`config.mk`:
```
export PLATFORM = sky130hd
export DESIGN_NAME = xxd_line_sched_flat
export DESIGN_NICKNAME = d
export VERILOG_FILES = /design/src/rtl/xxd_line_sched_if.sv /design/src/rtl/xxd_line_sched.sv /design/src/flat_wrapper.sv
export SDC_FILE = /design/constraint.sdc
export NUM_CORES = 1
export LEC_CHECK = 0
export ABC_AREA = 1
export BUFFER_PORTS_ARGS = -buffer_cell sky130_fd_sc_hd__buf_2
export CAP_MARGIN = 25
export CORE_UTILIZATION = 30
export CTS_BUF_LIST = sky130_fd_sc_hd__clkbuf_16
export CTS_CLUSTER_SIZE = 16
export DETAILED_ROUTE_END_ITERATION = 8
export PLACE_DENSITY = 0.52
export SLEW_MARGIN = 15
export SYNTH_ARGS = -nofsm -noshare
export SYNTH_HDL_FRONTEND = slang
export SYNTH_SLANG_ARGS = --single-unit
```
`constraint.sdc`:
```
create_clock -name clk -period 2.6 [get_ports clk]
set_clock_uncertainty 0.2 [all_clocks]
set_input_delay 0.39 -clock clk [delete_from_list [all_inputs] [get_ports clk]]
set_output_delay 0.39 -clock clk [all_outputs]
set_load 0.01 [all_outputs]
```
`src/rtl/xxd_line_sched_if.sv`:
```
// Byte-wide ready/valid stream used on both sides of the xxd line scheduler.
// The master drives valid/data/last; the slave answers with ready.
interface xxd_line_sched_if;
    logic       valid;
    logic [7:0] data;
    logic       last;
    logic       ready;

    modport master (output valid, output data, output last, input ready);
    modport slave  (input valid, input data, input last, output ready);
endinterface

```
`src/rtl/xxd_line_sched.sv`:
```
// Line scheduler for the xxd datapath: fills an external shift buffer with one line,
// then emits {offset, valid_len} followed by the buffered (possibly padded) bytes.
module xxd_line_sched #(
    parameter int unsigned LINE_LEN = 16,
    parameter logic [7:0]  PAD_BYTE = 8'h00
) (
    input  logic                    clk,
    input  logic                    rst,
    xxd_line_sched_if.slave         src,
    xxd_line_sched_if.master        snk,
    output logic                    sr_shift,
    output logic [7:0]              sr_in,
    input  logic [7:0]              sr_out,
    output logic [15:0]             lines_done
);

    localparam logic [7:0] LenB = 8'(LINE_LEN);

    typedef enum logic [2:0] {
        StFill,
        StPad,
        StHdrOfs,
        StHdrLen,
        StDump
    } state_e;

    state_e      state_q, state_d;
    logic [7:0]  cnt_q, cnt_d;
    logic [7:0]  valid_len_q, valid_len_d;
    logic [7:0]  offset_q, offset_d;
    logic [15:0] lines_done_q, lines_done_d;
    logic [7:0]  cnt_inc;

    assign cnt_inc    = cnt_q + 8'd1;
    assign lines_done = lines_done_q;

    always_comb begin
        state_d      = state_q;
        cnt_d        = cnt_q;
        valid_len_d  = valid_len_q;
        offset_d     = offset_q;
        lines_done_d = lines_done_q;
        src.ready    = 1'b0;
        snk.valid    = 1'b0;
        snk.data     = 8'h00;
        snk.last     = 1'b0;
        sr_shift     = 1'b0;
        sr_in        = PAD_BYTE;

        unique case (state_q)
            StFill: begin
                src.ready = 1'b1;
                if (src.valid) begin
                    sr_shift = 1'b1;
                    sr_in    = src.data;
                    cnt_d    = cnt_inc;
                    // A full line wins over in_last: no padding is needed.
                    if (cnt_inc == LenB) begin
                        valid_len_d = LenB;
                        state_d     = StHdrOfs;
                    end else if (src.last) begin
                        valid_len_d = cnt_inc;
                        state_d     = StPad;
                    end
                end
            end
            StPad: begin
                sr_shift = 1'b1;
                cnt_d    = cnt_inc;
                if (cnt_inc == LenB) begin
                    state_d = StHdrOfs;
                end
            end
            StHdrOfs: begin
                snk.valid = 1'b1;
                snk.data  = offset_q;
                if (snk.ready) begin
                    state_d = StHdrLen;
                end
            end
            StHdrLen: begin
                snk.valid = 1'b1;
                snk.data  = valid_len_q;
                if (snk.ready) begin
                    state_d = StDump;
                    cnt_d   = 8'd0;
                end
            end
            StDump: begin
                snk.valid = 1'b1;
                snk.data  = sr_out;
                if (snk.ready) begin
                    sr_shift = 1'b1;
                    cnt_d    = cnt_inc;
                    if (cnt_inc == LenB) begin
                        cnt_d        = 8'd0;
                        offset_d     = offset_q + valid_len_q;
                        lines_done_d = lines_done_q + 16'd1;
                        state_d      = StFill;
                    end
                end
            end
            default: begin
                state_d = StFill;
            end
        endcase

        // Outputs are forced to their idle values while reset is held.
        if (rst) begin
            src.ready = 1'b1;
            snk.valid = 1'b0;
            snk.data  = 8'h00;
            sr_shift  = 1'b0;
            sr_in     = PAD_BYTE;
        end
    end

    always_ff @(posedge clk) begin
        if (rst) begin
            state_q      <= StFill;
            cnt_q        <= 8'd0;
            valid_len_q  <= 8'd0;
            offset_q     <= 8'd0;
            lines_done_q <= 16'd0;
        end else begin
            state_q      <= state_d;
            cnt_q        <= cnt_d;
            valid_len_q  <= valid_len_d;
            offset_q     <= offset_d;
            lines_done_q <= lines_done_d;
        end
    end

endmodule

```
`src/flat_wrapper.sv`:
```
// flat-port wrapper written by rule: the top's interface ports become plain ports
module xxd_line_sched_flat 
#(
    parameter int unsigned LINE_LEN = 16,
    parameter logic [7:0]  PAD_BYTE = 8'h00
)
  (clk, rst, sr_shift, sr_in, sr_out, lines_done, src_valid, src_data, src_last, src_ready, snk_valid, snk_data, snk_last, snk_ready);
  xxd_line_sched_if src_i ();
  xxd_line_sched_if snk_i ();
  input  logic clk;
  input  logic rst;
  output logic sr_shift;
  output logic [7:0] sr_in;
  input  logic [7:0] sr_out;
  output logic [15:0] lines_done;
  input wire logic [$bits(src_i.valid)-1:0] src_valid;
  input wire logic [$bits(src_i.data)-1:0] src_data;
  input wire logic [$bits(src_i.last)-1:0] src_last;
  output wire logic [$bits(src_i.ready)-1:0] src_ready;
  output wire logic [$bits(snk_i.valid)-1:0] snk_valid;
  output wire logic [$bits(snk_i.data)-1:0] snk_data;
  output wire logic [$bits(snk_i.last)-1:0] snk_last;
  input wire logic [$bits(snk_i.ready)-1:0] snk_ready;
  assign src_i.valid = src_valid;
  assign src_i.data = src_data;
  assign src_i.last = src_last;
  assign src_ready = src_i.ready;
  assign snk_valid = snk_i.valid;
  assign snk_data = snk_i.data;
  assign snk_last = snk_i.last;
  assign snk_i.ready = snk_ready;
  xxd_line_sched #(.LINE_LEN(LINE_LEN), .PAD_BYTE(PAD_BYTE)) u_core (.clk(clk), .rst(rst), .src(src_i), .snk(snk_i), .sr_shift(sr_shift), .sr_in(sr_in), .sr_out(sr_out), .lines_done(lines_done));
endmodule
```
==> results.md <==
- Status: complete, but fails checks
- GRT Total Usage: between 10% and 20%
- Number of I/O pins: 57
- Slew @ Worst Pin: 0.535 ns
- CTS resizes: 0
- Die area: 0.00962 sq mm
- Hold WS: 0.243 ns
- Row count: 34
- CP dominant cell by count: inv_2
- Synth top cells by count: nand2_1 (105), inv_1 (55), nor2_1 (47)
- Ys async rst share: 0%
- Worst skew pair latency: 0.28 ns
- Syn nets: between 400 and 500
- Setup TNS: 0 ns
- Layout cells sized above 1: approximately a fifth
- Initial Utilization: a little under a third
- Fillers: 951
- Worst rel slew slack: 64.0%
- Most numerous cell in the Yosys netlist: nand2_1
- Hold Vio Cnt, Final: 0
- VDD IR max: 0.000336 V
- Vias in the first global route: about 2600
- Slowest CP cell: dfxtp_1
- Yosys reg bits: between 40 and 50
- Via Count: about 2800
- Clock buffer depth: 2
- Worst hold-check path type: input pin to register
- Unrepaired setup endpoints after global routing: false
- FF+latch area: ~860 sq um
- Critical-path maximum fanout: 10
- Placed cells: roughly 580
- Worst Path Buf+Inv: 4
- Postcts setup bufs: 0
- Die Width: between 90 and 100 um
- Largest area contributor in the netlist: dfxtp_1
- CTS tree: done
- Initial antenna violation count: 0
- Pleak: 1.49 nW
- First-pass GRT wire length: 12600 um
- Flop2flop setup slack: roughly 0.38 ns
- Tcrit/Tclk final: between 90% and 100%
- Fmax: 421 MHz
- DRT iter0 DRCs: approximately 140
- Port bufs: 55
- Arrival @ worst endpoint: ~1.8 ns
- Drt pass-1 iters: 7
- # nets final: between 500 and 600
- Grt ovf: 0
- Synth Cell Area: 0.00277 sq mm
- Synth warn: 0
- ANT cells: 0
- Mean post-synth cell area: between 6 and 7 sq um
- CTS H-tree lvls: 2
- Worst-path cell chain: nor2_1 -> inv_2 -> nor2_4 -> inv_2 -> nand2_1 -> a21oi_1 -> inv_2 -> nor3_1 -> buf_2
- Critical path class: register to primary output
- Core Area: about 0.009 sq mm
- Synth unique cells: 35
- Root Buffer: clkbuf_16
- Main area contributors after synthesis: dfxtp_1 (31%), nand2_1 (14%), inv_1 (7.5%)
- Syn Inst Count: about 430
- Wire per inst: 12.4 um
- CTS Buf Count: 5
- Final Util: ~38%
- Failing checks: design-rule violations
- Crit path time final: 2.38 ns
- Max Slew Vio Count: 0
- Layout area overhead: 20.6%
- Crit path required time: about 2 ns
- Final std cells w/o fill: approximately 590
- Largest net degree at the start of global routing: 35
- Pwr Total: ~2.2 mW
- EDFF count, synth: 0
- Crit path max-delay family: simple AND/OR/NAND/NOR gates
- Final WL: 7350 um
- Slowest stage delay, CP: 0.34 ns
- RD Place Congestion: between 0.8 and 0.9
- Vias/cell: 4.68
- Area of the multi-input gates: between 0.0015 and 0.002 sq mm
- P per Cell Area: roughly 650 mW/mm^2
- Clock Sinks: 43
- DRT antenna net count: 0
- Setup crit start kind: register
- Max-cap viol count: 0
- Post-synth top area share: a little under a third
- Die Ht: about 100 um
- CTS clk-pin slew, worst paths: ~0.060 ns
- Final setup viols: 0
- DRC: 5
- Critical Path End Type: primary output
- DP HPWL: about 5700 um
- Top FF cell, synth: dfxtp_1
- # hold bufs at CTS: 0
- Sequential fraction of the synthesis area: between 30% and 40%
[registers in the layout (all words and copies together), names as in the netlist]
register / cells
u_core.valid_len_q: 8
u_core.offset_q: 8
u_core.cnt_q: 8
u_core.lines_done: 16
u_core.state_q: 3
[metal layers]
metal / part of all wire, % / track usage (%) / up-vias
met4: 1.1 / 4.31 / 0
met5: 0 / 0 / -
met1: 51 / 21.6 / 1242
li1: - / - / 1486
met3: 3.7 / 3.72 / 6
met2: 45 / 26.4 / 37
[kinds of logic (layout without fill, tap and decap cells)]
family          after synthesis  count (layout)  synth area share (%)
compound gates               76              76                  15.5
xor+xnor                     14              14                  4.43
fa+ha+maj                    10              10                  4.79
buf+inv                      72             131                  10.2
flops                        43              43                  31.1
other cells                   1               1                 0.135
simple gates                209             209                  33.8
[tightest hold or removal path: stages]
cell and delay, ns:
buf_2 0.12, nand4_1 0.10, a21oi_1 0.07
[power breakdown]
group | switching [mW] | internal (mW) | leakage, nW
clock network | 0.265 | 0.453 | 0.0838
logic | 0.472 | 0.234 | 1.06
registers | 0.0473 | 0.703 | 0.347
[path summary, 6_finish.rpt]
path                      from               endpoint  depth (start not counted)
min                   src_last  u_core.valid_len_q[1]                          3
min reg2reg    u_core.cnt_q[7]        u_core.cnt_q[7]                          2
max          u_core.state_q[0]               sr_shift                          9
max reg2reg    u_core.cnt_q[0]   u_core.lines_done[7]                         10
[per-stage QoR]
| stage | area [sq um] | setup WS [ns] |
|---|---|---|
| global route | 3340 | 0.0153 |
| finish | 3340 | 0.224 |
| global placement | 3170 | 0.433 |
| CTS | 3340 | 0.198 |
| detailed placement | 3170 | 0.383 |
| floorplan | 2770 | 0.632 |
[final cells by class]
class / count / share of cell area [%]
tap: 108 / 4.04
clock inverter: 3 / 1.31
inverter: 63 / 7.11
sequential: 43 / 25.8
timing repair buffer: 60 / 9.36
multi-input combinational: 310 / 48.7
clock buffer: 5 / 3.74
[layout by cell type (no fill, tap or decap), drive strengths merged]
| cell type | count |
|---|---|
| a22oi | 3 |
| nand3 | 32 |
| nand2 | 109 |
| o21bai | 1 |
| bufinv | 1 |
| nor3 | 8 |
| fa | 1 |
| nand3b | 1 |
| xor2 | 8 |
| xnor2 | 6 |
| a21oi | 43 |
| conb | 1 |
| o211ai | 3 |
| a221oi | 5 |
| dfxtp | 43 |
| clkinv | 3 |
| ha | 9 |
| o21a | 1 |
| buf | 60 |
| nor2 | 56 |
| nand4 | 1 |
| o21ai | 17 |
| nor4 | 2 |
| clkbuf | 5 |
| a31oi | 3 |
| inv | 62 |
Power figures use the tool's default switching activity.
